[config.mk]
export PLATFORM = sky130hd
export DESIGN_NAME = sme_job_sched
export DESIGN_NICKNAME = d
export VERILOG_FILES = /design/src/rtl/sme_pkg.sv /design/src/rtl/sme_rr_arb2.sv /design/src/rtl/sme_job_sched.sv
export SDC_FILE = /design/constraint.sdc
export NUM_CORES = 1
export LEC_CHECK = 0
export BUFFER_PORTS_ARGS = -buffer_cell sky130_fd_sc_hd__buf_2
export CAP_MARGIN = 20
export CORE_MARGIN = 2
export CORE_UTILIZATION = 50
export CTS_BUF_LIST = sky130_fd_sc_hd__clkbuf_16
export DETAILED_ROUTE_END_ITERATION = 7
export PLACE_DENSITY = 0.68
export SYNTH_ARGS = -nofsm -noshare
export SYNTH_HDL_FRONTEND = slang
export SYNTH_HIERARCHICAL = 1
export SYNTH_SLANG_ARGS = --single-unit
[constraint.sdc]
create_clock -name clk -period 3 [get_ports clk]
set_input_delay 0.75 -clock clk [delete_from_list [all_inputs] [get_ports clk]]
set_output_delay 0.75 -clock clk [all_outputs]
set_load 0.1 [all_outputs]
[src/rtl/sme_pkg.sv]
// sme_pkg: shared state encoding, character constants and size defaults for the string-match job scheduler
package sme_pkg;
    typedef enum logic [2:0] {
        SCHED_IDLE,
        SCHED_ARB,
        SCHED_LOAD,
        SCHED_CHECK,
        SCHED_SEND_STR,
        SCHED_SEND_PAT,
        SCHED_WAIT,
        SCHED_RESP
    } sched_state_t;
    localparam logic [7:0] CHAR_SPACE  = 8'h20;
    localparam logic [7:0] CHAR_DOT    = 8'h2E;
    localparam logic [7:0] CHAR_CARET  = 8'h5E;
    localparam logic [7:0] CHAR_DOLLAR = 8'h24;
    localparam int SME_STR_MAX = 32;
    localparam int SME_PAT_MAX = 8;
endpackage

[src/rtl/sme_rr_arb2.sv]
// sme_rr_arb2: 2-way round-robin grant (gnt = granted id) with pointer updated on take
module sme_rr_arb2 (
    input  logic       clk,
    input  logic       reset,
    input  logic [1:0] req,
    input  logic       take,
    output logic       gnt
);
    logic ptr;
    assign gnt = &req ? !ptr : req[1];
    always_ff @(posedge clk or posedge reset)
        if (reset) ptr <= 1'b0;
        else if (take) ptr <= gnt;
endmodule

[src/rtl/sme_job_sched.sv]
// sme_job_sched: two-requester job buffer/scheduler replaying string+pattern bursts to the match engine and returning tagged results
module sme_job_sched
    import sme_pkg::*;
#(
    parameter int STR_MAX = SME_STR_MAX,
    parameter int PAT_MAX = SME_PAT_MAX,
    parameter int TIMEOUT = 64
) (
    input  logic        clk,
    input  logic        reset,
    input  logic [1:0]  req_valid,
    output logic [1:0]  req_ready,
    input  logic [15:0] req_data,
    input  logic [1:0]  req_kind,
    input  logic [1:0]  req_last,
    output logic [7:0]  eng_chardata,
    output logic        eng_isstring,
    output logic        eng_ispattern,
    input  logic        eng_valid,
    input  logic        eng_match,
    input  logic [4:0]  eng_index,
    output logic        rsp_valid,
    input  logic        rsp_ready,
    output logic        rsp_id,
    output logic        rsp_match,
    output logic [4:0]  rsp_index,
    output logic        rsp_error,
    output logic        busy
);
    localparam int SA = $clog2(STR_MAX);
    localparam int SL = $clog2(STR_MAX + 1);
    localparam int PA = $clog2(PAT_MAX);
    localparam int PL = $clog2(PAT_MAX + 1);
    localparam int TW = $clog2(TIMEOUT + 1);
    sched_state_t state;
    logic [7:0] str_buf [STR_MAX];
    logic [7:0] pat_buf [PAT_MAX];
    logic [SL-1:0] str_len, sidx, cnt;
    logic [PL-1:0] pat_len;
    logic [TW-1:0] tmo;
    logic g, gnt, str_loaded, seen_str, seen_pat, str_err, pat_err;
    logic acc, kind, last, s_wr, p_wr;
    logic [7:0] d;
    sme_rr_arb2 u_arb (
        .clk   (clk),
        .reset (reset),
        .req   (req_valid),
        .take  (state == SCHED_ARB && |req_valid),
        .gnt   (gnt)
    );
    assign req_ready = state == SCHED_LOAD ? (g ? 2'b10 : 2'b01) : 2'b00;
    assign busy = state != SCHED_IDLE;
    assign acc  = state == SCHED_LOAD && req_valid[g];
    assign d    = g ? req_data[15:8] : req_data[7:0];
    assign kind = req_kind[g];
    assign last = req_last[g];
    assign sidx = seen_str ? str_len : '0;
    // string bytes after a pattern byte or past capacity are consumed but dropped
    assign s_wr = acc && !kind && !seen_pat && sidx < SL'(STR_MAX);
    assign p_wr = acc && kind && pat_len < PL'(PAT_MAX);
    always_ff @(posedge clk) begin
        if (s_wr) str_buf[sidx[SA-1:0]] <= d;
        if (p_wr) pat_buf[pat_len[PA-1:0]] <= d;
    end
    always_ff @(posedge clk or posedge reset) begin
        if (reset) begin
            state <= SCHED_IDLE;
            g <= 1'b0;
            str_loaded <= 1'b0;
            str_len <= '0;
            pat_len <= '0;
            cnt <= '0;
            tmo <= '0;
            seen_str <= 1'b0;
            seen_pat <= 1'b0;
            str_err <= 1'b0;
            pat_err <= 1'b0;
            eng_chardata <= '0;
            eng_isstring <= 1'b0;
            eng_ispattern <= 1'b0;
            rsp_valid <= 1'b0;
            rsp_id <= 1'b0;
            rsp_match <= 1'b0;
            rsp_index <= '0;
            rsp_error <= 1'b0;
        end else begin
            case (state)
                SCHED_IDLE: if (|req_valid) state <= SCHED_ARB;
                SCHED_ARB: begin
                    if (|req_valid) begin
                        g <= gnt;
                        pat_len <= '0;
                        seen_str <= 1'b0;
                        seen_pat <= 1'b0;
                        str_err <= 1'b0;
                        pat_err <= 1'b0;
                        state <= SCHED_LOAD;
                    end else state <= SCHED_IDLE;
                end
                SCHED_LOAD: begin
                    if (acc) begin
                        if (kind) begin
                            seen_pat <= 1'b1;
                            if (p_wr) pat_len <= pat_len + PL'(1);
                            else pat_err <= 1'b1;
                        end else begin
                            seen_str <= 1'b1;
                            if (s_wr) str_len <= sidx + SL'(1);
                            else str_err <= 1'b1;
                        end
                        if (last) state <= SCHED_CHECK;
                    end
                end
                SCHED_CHECK: begin
                    if (str_err || pat_err || pat_len == '0 || (!seen_str && !str_loaded)) begin
                        if (str_err) str_loaded <= 1'b0;
                        rsp_valid <= 1'b1;
                        rsp_id <= g;
                        rsp_match <= 1'b0;
                        rsp_index <= '0;
                        rsp_error <= 1'b1;
                        state <= SCHED_RESP;
                    end else if (seen_str) begin
                        eng_isstring <= 1'b1;
                        eng_chardata <= str_buf[0];
                        cnt <= SL'(1);
                        state <= SCHED_SEND_STR;
                    end else begin
                        eng_ispattern <= 1'b1;
                        eng_chardata <= pat_buf[0];
                        cnt <= SL'(1);
                        state <= SCHED_SEND_PAT;
                    end
                end
                SCHED_SEND_STR: begin
                    // hand over to the pattern in the same edge so the burst has no gap
                    if (cnt == str_len) begin
                        eng_isstring <= 1'b0;
                        eng_ispattern <= 1'b1;
                        eng_chardata <= pat_buf[0];
                        cnt <= SL'(1);
                        str_loaded <= 1'b1;
                        state <= SCHED_SEND_PAT;
                    end else begin
                        eng_chardata <= str_buf[cnt[SA-1:0]];
                        cnt <= cnt + SL'(1);
                    end
                end
                SCHED_SEND_PAT: begin
                    if (cnt == SL'(pat_len)) begin
                        eng_ispattern <= 1'b0;
                        eng_chardata <= '0;
                        tmo <= '0;
                        state <= SCHED_WAIT;
                    end else begin
                        eng_chardata <= pat_buf[cnt[PA-1:0]];
                        cnt <= cnt + SL'(1);
                    end
                end
                SCHED_WAIT: begin
                    if (eng_valid || tmo == TW'(TIMEOUT - 1)) begin
                        rsp_valid <= 1'b1;
                        rsp_id <= g;
                        rsp_match <= eng_valid && eng_match;
                        rsp_index <= eng_valid && eng_match ? eng_index : '0;
                        rsp_error <= !eng_valid;
                        state <= SCHED_RESP;
                    end else tmo <= tmo + TW'(1);
                end
                SCHED_RESP: begin
                    if (rsp_ready) begin
                        rsp_valid <= 1'b0;
                        state <= |req_valid ? SCHED_ARB : SCHED_IDLE;
                    end
                end
                default: state <= SCHED_IDLE;
            endcase
        end
    end
endmodule

==> results.json <==
{
  "status": "completed",
  "final.setup_skew_ps": 21.63,
  "synthDistinctLibCells": 58,
  "dr_total_vias": 9005,
  "path_clk_slew_ps": 60,
  "fin_setup_tns_ps": 0,
  "dp_slack_ps": 88.75,
  "ios": 54,
  "critical_path.slowest_cell": "buf_2",
  "critPathRequiredTime_ps": 2250,
  "cp_num_buf_inv": 2,
  "post-route-util_pct": 58.99,
  "rsz0062_at_grt": "no",
  "fin_nets": 1092,
  "hp-class": "in2async",
  "maxCapViolCount": 0,
  "synthesis.area_sq_um": 15540,
  "gr-usage-met1_pct": 33.50,
  "synth_seq_area_share_pct": 70.21,
  "worst_pin_slew_ps": 805.1,
  "dp_hpwl_um": 24000,
  "syn_area_per_cell_sq_um": 16.84,
  "post-route-period-util_pct": 91.48,
  "use_met2_pct": 35.73,
  "placed_area_sq_um": 16800,
  "drv_slew": 0,
  "path_max_fanout": 17,
  "clock-sinks": 372,
  "cts_tree": "built",
  "multiInputGateArea_sq_um": 4298,
  "finish.instance_area_sq_um": 18050,
  "rows": 64,
  "setup_violations": 0,
  "crit_path_start_kind": "register",
  "clockBufferDepth": 3,
  "place_congestion": 0.8694,
  "met3_usage_pct": 3.112,
  "antenna_found_initial": 0,
  "area_growth_pct": 16.13,
  "fmax_mhz": 364.4,
  "worst-endpoint-arrival_ps": 1990,
  "slew_headroom_pct": 46.33,
  "grt_pass1_wl_um": 55350,
  "drc_errors": 0,
  "drive_gt1_share_pct": 28.54,
  "synth_nets": 963,
  "ir_drop_mv": 0.6579,
  "reg2reg_slack_ps": 360,
  "synth_edf_count": 320,
  "via_per_inst": 6.105,
  "die-area_sq_um": 32510,
  "core_sq_um": 30590,
  "crit_family": "buffers and inverters",
  "grt_usage_pct": 22.64,
  "leakage_nw": 6.365,
  "num_antenna_cells": 0,
  "clk_root_buffer_cell": "clkbuf_16",
  "grt_pass1_vias": 8876,
  "port_buffers": 53,
  "cts-htree-levels": 2,
  "drt_wl_total_um": 37100,
  "slowest_delay_ps": 420,
  "cellPowerDensity_nw_per_um2": 928.1,
  "drtIter0Drc": 921,
  "path_class": "reg2out",
  "synth_warnings": 6,
  "layout_common_cells": "edfxtp_1, buf_4, mux4_2",
  "grt_max_degree": 41,
  "wl_per_cell_um": 25.15,
  "numCtsBuffers": 39,
  "route.antenna.remaining_nets": 0,
  "register_area_sq_um": 10920,
  "end_kind": "primary output",
  "drtPass1Iterations": 7,
  "cp_cell_sequence": "buf_4, nor2_1, and3_1, buf_2",
  "cts_resized": 0,
  "synth_cells": 923,
  "dieWidth_um": 180.3,
  "grt-ovfl-total": 0,
  "grt.busiest_layer": "met2",
  "dpl.cell_count": 1407,
  "initial_utilization_pct": 50.80,
  "die_h_um": 180.3,
  "min_period_ps": 2744,
  "worstSkewPairLatency_ps": 520,
  "fill_cells": 2269,
  "fin_ws_ps": 255.7,
  "ctsHoldBuffers": 0,
  "async_reset_ff_share_pct": 13.98,
  "synth_flop_cell": "edfxtp_1",
  "final_common_cell": "edfxtp_1",
  "hold_viol": 0,
  "cts_setup_buffers": 0,
  "stdcell_count": 1475,
  "ys_ff_latch": 372
}
where the power goes:
| group | internal, mW | total [mW] | switching (mW) |
|---|---|---|---|
| clock network | 2.80 | 4.72 | 1.92 |
| logic | 1.97 | 5.41 | 3.44 |
| registers | 6.23 | 6.62 | 0.384 |
| total | 11.0 | 16.7 | 5.75 |
Yosys cell counts (16+ instances only):
library cell / n / area [sq um]
mux4_2: 65 / 1464
mux2i_1: 34 / 340.3
edfxtp_1: 320 / 9609
nand2_1: 52 / 195.2
mux2_2: 34 / 382.9
a21oi_1: 25 / 125.1
o21ai_0: 16 / 80.08
inv_1: 21 / 78.83
clkbuf_1: 23 / 86.33
dfrtp_1: 52 / 1301
nor2_1: 55 / 206.5
sequential cells by signal, indices dropped and copies added (netlist names), 3 cells and up:
name          cells
eng_chardata      8
rsp_index         5
pat_buf          64
cnt               6
pat_len           4
state             3
str_len           6
str_buf         256
tmo               7
layer usage:
metal	up-vias	share of wire (%)
li1	3920	-
met1	4600	43
met2	428	48
met3	57	7.0
met4	0	2.2
met5	-	0
path summary, 6_finish.rpt:
check                              from             end  depth (start not counted)
max                            state[0]    req_ready[1]                          4
min                               reset       u_arb/ptr                          2
max reg2reg                    state[0]  str_buf[11][7]                          6
min reg2reg                   rsp_match       rsp_match                          1
max in group asynchronous         reset          cnt[2]                          3
min in group clk           eng_index[1]    rsp_index[1]                          2
metrics by stage:
step	hold WS [ps]	power, mW
finish	74.04	16.75
global route	75.78	17.38
CTS	61.35	16.81
detailed placement	472.9	12.12
global placement	459.5	12.06
floorplan	450.6	10.46
final cells by class:
cell class                 count  share of cell area, %
multi-input combinational    477                  23.82
inverter                      21                 0.4368
sequential                   372                  60.49
clock inverter                29                  1.484
clock buffer                  39                  5.408
tap                          396                  2.746
timing repair buffer         141                  5.616
worst register-to-register path, cell delays in order (launching register included):
cell and delay, ps:
dfrtp_1 370, or3b_1 450, nor3b_1 330, and2_1 370, nand2_2 330, nor2_1 310
buf_4 200
cell families after synthesis:
kind of cell,count (synthesis),share of synthesized area [%]
buffers and inverters,74,2.134
multiplexers,134,14.17
adder cells (fa/ha/maj),8,0.6441
flip-flops,372,70.21
AND/OR/NAND/NOR,193,6.208
XOR/XNOR,11,0.6200
AO/OA/AOI/OAI,131,6.015
Note: power is estimated with default switching activity, not from simulation.
